--- src/rtl/branch_checkpoint_queue.sv ---
// In-order FIFO of in-flight branch prediction metadata between fetch-side prediction
// and execute-side resolution, with mispredict drain and RAS recovery pulse.
module branch_checkpoint_queue #(
    parameter int DEPTH         = 8,
    parameter int GHR_BITS      = 10,
    parameter int RAS_CKPT_BITS = 9,
    localparam int PTR_BITS     = $clog2(DEPTH)
) (
    input  logic                     clk,
    input  logic                     rst,
    input  logic                     alloc_valid,
    input  logic [31:0]              alloc_pc,
    input  logic                     alloc_pred_taken,
    input  logic [31:0]              alloc_pred_target,
    input  logic [GHR_BITS-1:0]      alloc_ghr,
    input  logic [RAS_CKPT_BITS-1:0] alloc_ras_ckpt,
    output logic                     alloc_ready,
    output logic [PTR_BITS-1:0]      alloc_tag,
    output logic                     head_valid,
    output logic [PTR_BITS-1:0]      head_tag,
    output logic [31:0]              head_pc,
    output logic                     head_pred_taken,
    output logic [31:0]              head_pred_target,
    output logic [GHR_BITS-1:0]      head_ghr,
    output logic [RAS_CKPT_BITS-1:0] head_ras_ckpt,
    input  logic                     resolve_valid,
    input  logic [PTR_BITS-1:0]      resolve_tag,
    input  logic                     resolve_mispredict,
    input  logic                     flush,
    output logic                     ras_recover,
    output logic [RAS_CKPT_BITS-1:0] ras_recover_checkpoint,
    output logic [PTR_BITS:0]        count,
    output logic                     tag_error
);

    localparam logic [PTR_BITS-1:0] PTR_ONE  = PTR_BITS'(1);
    localparam logic [PTR_BITS:0]   CNT_ONE  = (PTR_BITS+1)'(1);
    localparam logic [PTR_BITS:0]   CNT_FULL = (PTR_BITS+1)'(DEPTH);

    logic [31:0]              pc_mem     [DEPTH];
    logic                     taken_mem  [DEPTH];
    logic [31:0]              target_mem [DEPTH];
    logic [GHR_BITS-1:0]      ghr_mem    [DEPTH];
    logic [RAS_CKPT_BITS-1:0] ckpt_mem   [DEPTH];

    logic [PTR_BITS-1:0] head_ptr;
    logic [PTR_BITS-1:0] tail_ptr;
    logic [PTR_BITS-1:0] head_ptr_next;
    logic [PTR_BITS-1:0] tail_ptr_next;
    logic [PTR_BITS:0]   count_next;

    logic resolve_legal;
    logic resolve_illegal;
    logic mispredict_take;
    logic clear_all;
    logic alloc_accept;
    logic pop;

    assign head_valid  = (count != '0);
    assign alloc_ready = (count != CNT_FULL);
    assign alloc_tag   = tail_ptr;
    assign head_tag    = head_ptr;

    assign resolve_legal   = resolve_valid && head_valid && (resolve_tag == head_ptr);
    assign resolve_illegal = resolve_valid && !resolve_legal;
    // A flush overrides the resolve entirely, so no recovery pulse is raised under it.
    assign mispredict_take = resolve_legal && resolve_mispredict && !flush;
    assign clear_all       = flush || mispredict_take;
    assign alloc_accept    = alloc_valid && alloc_ready && !clear_all;
    assign pop             = resolve_legal && !resolve_mispredict && !flush;

    always_comb begin
        head_ptr_next = head_ptr;
        tail_ptr_next = tail_ptr;
        count_next    = count;
        if (clear_all) begin
            head_ptr_next = tail_ptr;
            count_next    = '0;
        end else begin
            if (alloc_accept) tail_ptr_next = tail_ptr + PTR_ONE;
            if (pop)          head_ptr_next = head_ptr + PTR_ONE;
            case ({alloc_accept, pop})
                2'b10:   count_next = count + CNT_ONE;
                2'b01:   count_next = count - CNT_ONE;
                default: count_next = count;
            endcase
        end
    end

    always_ff @(posedge clk or negedge rst) begin
        if (!rst) begin
            head_ptr               <= '0;
            tail_ptr               <= '0;
            count                  <= '0;
            ras_recover            <= 1'b0;
            ras_recover_checkpoint <= '0;
            tag_error              <= 1'b0;
        end else begin
            head_ptr    <= head_ptr_next;
            tail_ptr    <= tail_ptr_next;
            count       <= count_next;
            ras_recover <= mispredict_take;
            if (mispredict_take) ras_recover_checkpoint <= ckpt_mem[head_ptr];
            if (resolve_illegal) tag_error <= 1'b1;
        end
    end

    // Payload storage needs no reset; empty-queue reads are masked below.
    always_ff @(posedge clk) begin
        if (alloc_accept) begin
            pc_mem[tail_ptr]     <= alloc_pc;
            taken_mem[tail_ptr]  <= alloc_pred_taken;
            target_mem[tail_ptr] <= alloc_pred_target;
            ghr_mem[tail_ptr]    <= alloc_ghr;
            ckpt_mem[tail_ptr]   <= alloc_ras_ckpt;
        end
    end

    always_comb begin
        head_pc          = '0;
        head_pred_taken  = 1'b0;
        head_pred_target = '0;
        head_ghr         = '0;
        head_ras_ckpt    = '0;
        if (head_valid) begin
            head_pc          = pc_mem[head_ptr];
            head_pred_taken  = taken_mem[head_ptr];
            head_pred_target = target_mem[head_ptr];
            head_ghr         = ghr_mem[head_ptr];
            head_ras_ckpt    = ckpt_mem[head_ptr];
        end
    end

endmodule

--- config.mk ---
export PLATFORM = sky130hd
export DESIGN_NAME = branch_checkpoint_queue
export DESIGN_NICKNAME = d
export VERILOG_FILES = /design/src/rtl/branch_checkpoint_queue.sv
export SDC_FILE = /design/constraint.sdc
export NUM_CORES = 1
export LEC_CHECK = 0
export CAP_MARGIN = 20
export CELL_PAD_IN_SITES_DETAIL_PLACEMENT = 0
export CELL_PAD_IN_SITES_GLOBAL_PLACEMENT = 2
export CORE_UTILIZATION = 28
export DETAILED_ROUTE_END_ITERATION = 7
export PLACE_DENSITY_LB_ADDON = 0.1
export SLEW_MARGIN = 20
export SYNTH_ARGS = -nofsm -noshare
export SYNTH_HDL_FRONTEND = slang
export SYNTH_SLANG_ARGS = --single-unit
export TNS_END_PERCENT = 50
--- constraint.sdc ---
create_clock -name clk -period 30.6 [get_ports clk]
set_clock_uncertainty 0.2 [all_clocks]
set_input_delay 4.59 -clock clk [delete_from_list [all_inputs] [get_ports clk]]
set_output_delay 4.59 -clock clk [all_outputs]
set_load 0.02 [all_outputs]
==> metrics.csv <==
metric,value,unit
cp_data_arrival_time,5140,ps
synthSimpleGateAreaFrac,1.93,%
crit_chain,buf_4 -> buf_4 -> buf_4 -> mux4_2 -> mux2i_1 -> nor2_1 -> clkdlybuf4s50_1,
vias,12500,
clock_latency,610,ps
p_leak,10.5,nW
worst_slew_pin_slew,969,ps
finalSetupViolCount,0,
start_util,28.4,%
synth_area_per_cell,22.4,um2
grt_usage,14.1,%
fmax,101,MHz
cts_max_path_buffers,3,
cts.repair.resized,0,
status,"finished, final reports clean",
rsz0062_at_grt,no,
viasPerCell,4.54,
yosysUniqueCellTypes,41,
power_density,87.2,nW/um2
clk_pin_slew,60,ps
syn-num-nets,1285,
antenna_found_initial,9,
grt_pass1_wl,97100,um
areaGrowthSynthToFinish,23.2,%
drc_errors,0,
grt_pass1_vias,13800,
final.min_clock_period,9930,ps
synth.yosys.seq_area_share,77.8,%
netlist_area,26600,um2
hold_viol_final,0,
overflow,0,
first_pass_iters,4,
worst_path_max_delay_cell,buf_4,
synthMuxAreaShare,17.9,%
final_nets,1537,
synthXorXnorAreaFrac,0.230,%
cts-root-buf,clkbuf_16,
ctsHoldBuffers,0,
ant_nets,0,
synth_top_family_by_area,multiplexers,
end_kind,output port,
die-height,310,um
post_cts_buffers,0,
synthCells,1187,
ys_seq_elements,693,
boundaryPins,200,
cts_buffers,82,
core,93700,um2
ys_warn_count,0,
crit_top_cell,buf_4,
final_max_slew_viol_count,0,
dpl.hpwl,36200,um
critical_path_buf_inv_count,4,
holdWs,263,ps
cts_tree,built,
synth_compound_area_share,0.640,%
slowest_delay,880,ps
pre_cts_ws,21010,ps
grt_max_degree,127,
stdcell_count,2761,
drt_iter0_drc,579,
total_power,0.00286,W
critPathKind,flip-flop to output port,
maxCapViolations,0,
setup_ws,20670,ps
ir_worst_vdd,45.5,uV
finalSetupTns,0,ps
crit_family,buffers and inverters,
die_x,310,um
clock_sinks,693,
diodes,0,
synth-adder-area-share,0.263,%
hold_path_class,flip-flop to flip-flop,
timing.critical_path.required,25810,ps
cts_htree_levels,3,
start_kind,flip-flop,
place_congestion,0.678,
dieArea,96300,um2
io_buffers,199,
timing.final.crit_share,32.5,%
routed_wl,67300,um
dp_cells,2609,
critPathMaxFanout,44,
rows,112,
post_drt_wl_per_cell,24.4,um
layout-drive-gt1-share,22.2,%
max_slew_margin,35.4,%
[worst paths after layout]
kind                             start                   end  slack, ps  cells past startpoint
max                        head_tag[0]  head_pred_target[21]      20670                      7
min                          tag_error             tag_error        260                      1
max reg2reg                head_tag[1]          pc_mem[4][5]      25550                      8
min reg2reg                  tag_error             tag_error        260                      1
max in group asynchronous          rst           head_tag[1]      25750                      2
min in group asynchronous          rst              count[2]       4160                      2
[cell usage after synthesis]
| cell | n | share of area [%] |
|---|---|---|
| and3_1 | 1 | 0.024 |
| a21o_1 | 2 | 0.056 |
| mux2_4 | 1 | 0.056 |
| mux4_2 | 168 | 14 |
| and4_1 | 1 | 0.033 |
| nand3_1 | 5 | 0.094 |
| inv_1 | 12 | 0.17 |
| and2_1 | 2 | 0.047 |
| a211oi_1 | 3 | 0.085 |
| o211ai_1 | 4 | 0.11 |
| clkinv_1 | 1 | 0.014 |
| edfxtp_1 | 672 | 76 |
| o2bb2a_1 | 1 | 0.038 |
| a21oi_1 | 3 | 0.056 |
| nor4_4 | 1 | 0.080 |
| o21ai_0 | 1 | 0.019 |
| fa_1 | 1 | 0.075 |
| a311oi_1 | 2 | 0.066 |
| nand2_2 | 2 | 0.047 |
| o22a_1 | 1 | 0.033 |
| buf_2 | 31 | 0.58 |
| ha_1 | 4 | 0.19 |
| or4b_4 | 1 | 0.052 |
| a21o_4 | 1 | 0.056 |
| buf_6 | 1 | 0.042 |
| a32oi_1 | 1 | 0.033 |
| nor4_1 | 1 | 0.024 |
| inv_2 | 1 | 0.014 |
| buf_1 | 9 | 0.13 |
| buf_4 | 1 | 0.028 |
| nor3_1 | 8 | 0.15 |
| o2111ai_1 | 1 | 0.033 |
| o22ai_1 | 1 | 0.024 |
| mux2i_1 | 95 | 3.6 |
| nor2_1 | 91 | 1.3 |
| a22oi_1 | 1 | 0.028 |
| nand2_1 | 5 | 0.071 |
| clkbuf_1 | 21 | 0.30 |
| nand2b_1 | 1 | 0.024 |
| xnor2_1 | 7 | 0.23 |
| dfrtp_1 | 21 | 2.0 |
[report_power, final]
group | total, W | switching, W | internal (W)
Sequential | 0.00117 | 0.0000439 | 0.00112
Clock | 0.000934 | 0.000381 | 0.000553
Combinational | 0.000757 | 0.000407 | 0.000351
[sequential cells by signal, summed over array words and instances, names as in the netlist]
register                cells
ckpt_mem                   72
taken_mem                   8
ghr_mem                    80
ras_recover_checkpoint      9
ras_recover                 1
alloc_tag                   3
head_tag                    3
count                       4
tag_error                   1
target_mem                256
pc_mem                    256
[cells by family after synthesis]
| logic type | Yosys count |
|---|---|
| flip-flops | 693 |
| multiplexers | 264 |
| AND/OR/NAND/NOR | 119 |
| buffers and inverters | 77 |
| AO/OA/AOI/OAI | 22 |
| XOR/XNOR | 7 |
| adder cells (fa/ha/maj) | 5 |
[area by class of cell]
cell class / instances / area [um2]
clock buffers: 104 / 2170
clock inverters: 48 / 419
fillers: 8753 / 61000
inverters: 14 / 52.6
multi-input cells: 417 / 5620
flip-flops and latches: 693 / 20700
well taps: 1254 / 1570
repair buffers: 231 / 2240
[cell usage in the layout (no fill, tap or decap), types with 2 or more instances in the layout]
cell	instances
a211oi_1	3
a21o_1	2
a21oi_1	3
a311oi_1	2
and2_1	2
buf_4	31
bufinv_16	6
clkbuf_1	20
clkbuf_16	83
clkdlybuf4s50_1	199
clkinv_1	17
clkinv_2	14
clkinvlp_4	6
dfrtp_1	18
dfrtp_4	3
edfxtp_1	672
ha_1	4
inv_1	12
inv_6	5
mux2i_1	95
mux4_2	168
nand2_1	5
nand2_2	2
nand3_1	5
nor2_1	88
nor2_4	3
nor3_1	3
nor3_2	5
o211ai_1	4
xnor2_1	7
[per-layer routing]
layer  wire length (um)  GRT usage (%)
met4               1030           3.60
met3               3150           3.44
met5                103              0
met1              29600           18.2
met2              33400           23.8
[stage by stage]
step	util [%]	instance area, um2
after floorplan	-	26600
after global placement	32.2	30200
after detailed placement	32.2	30200
after CTS	35.0	32800
after global routing	35.0	32800
final	35.0	32800
No activity file was read; power rests on OpenSTA's default activity.
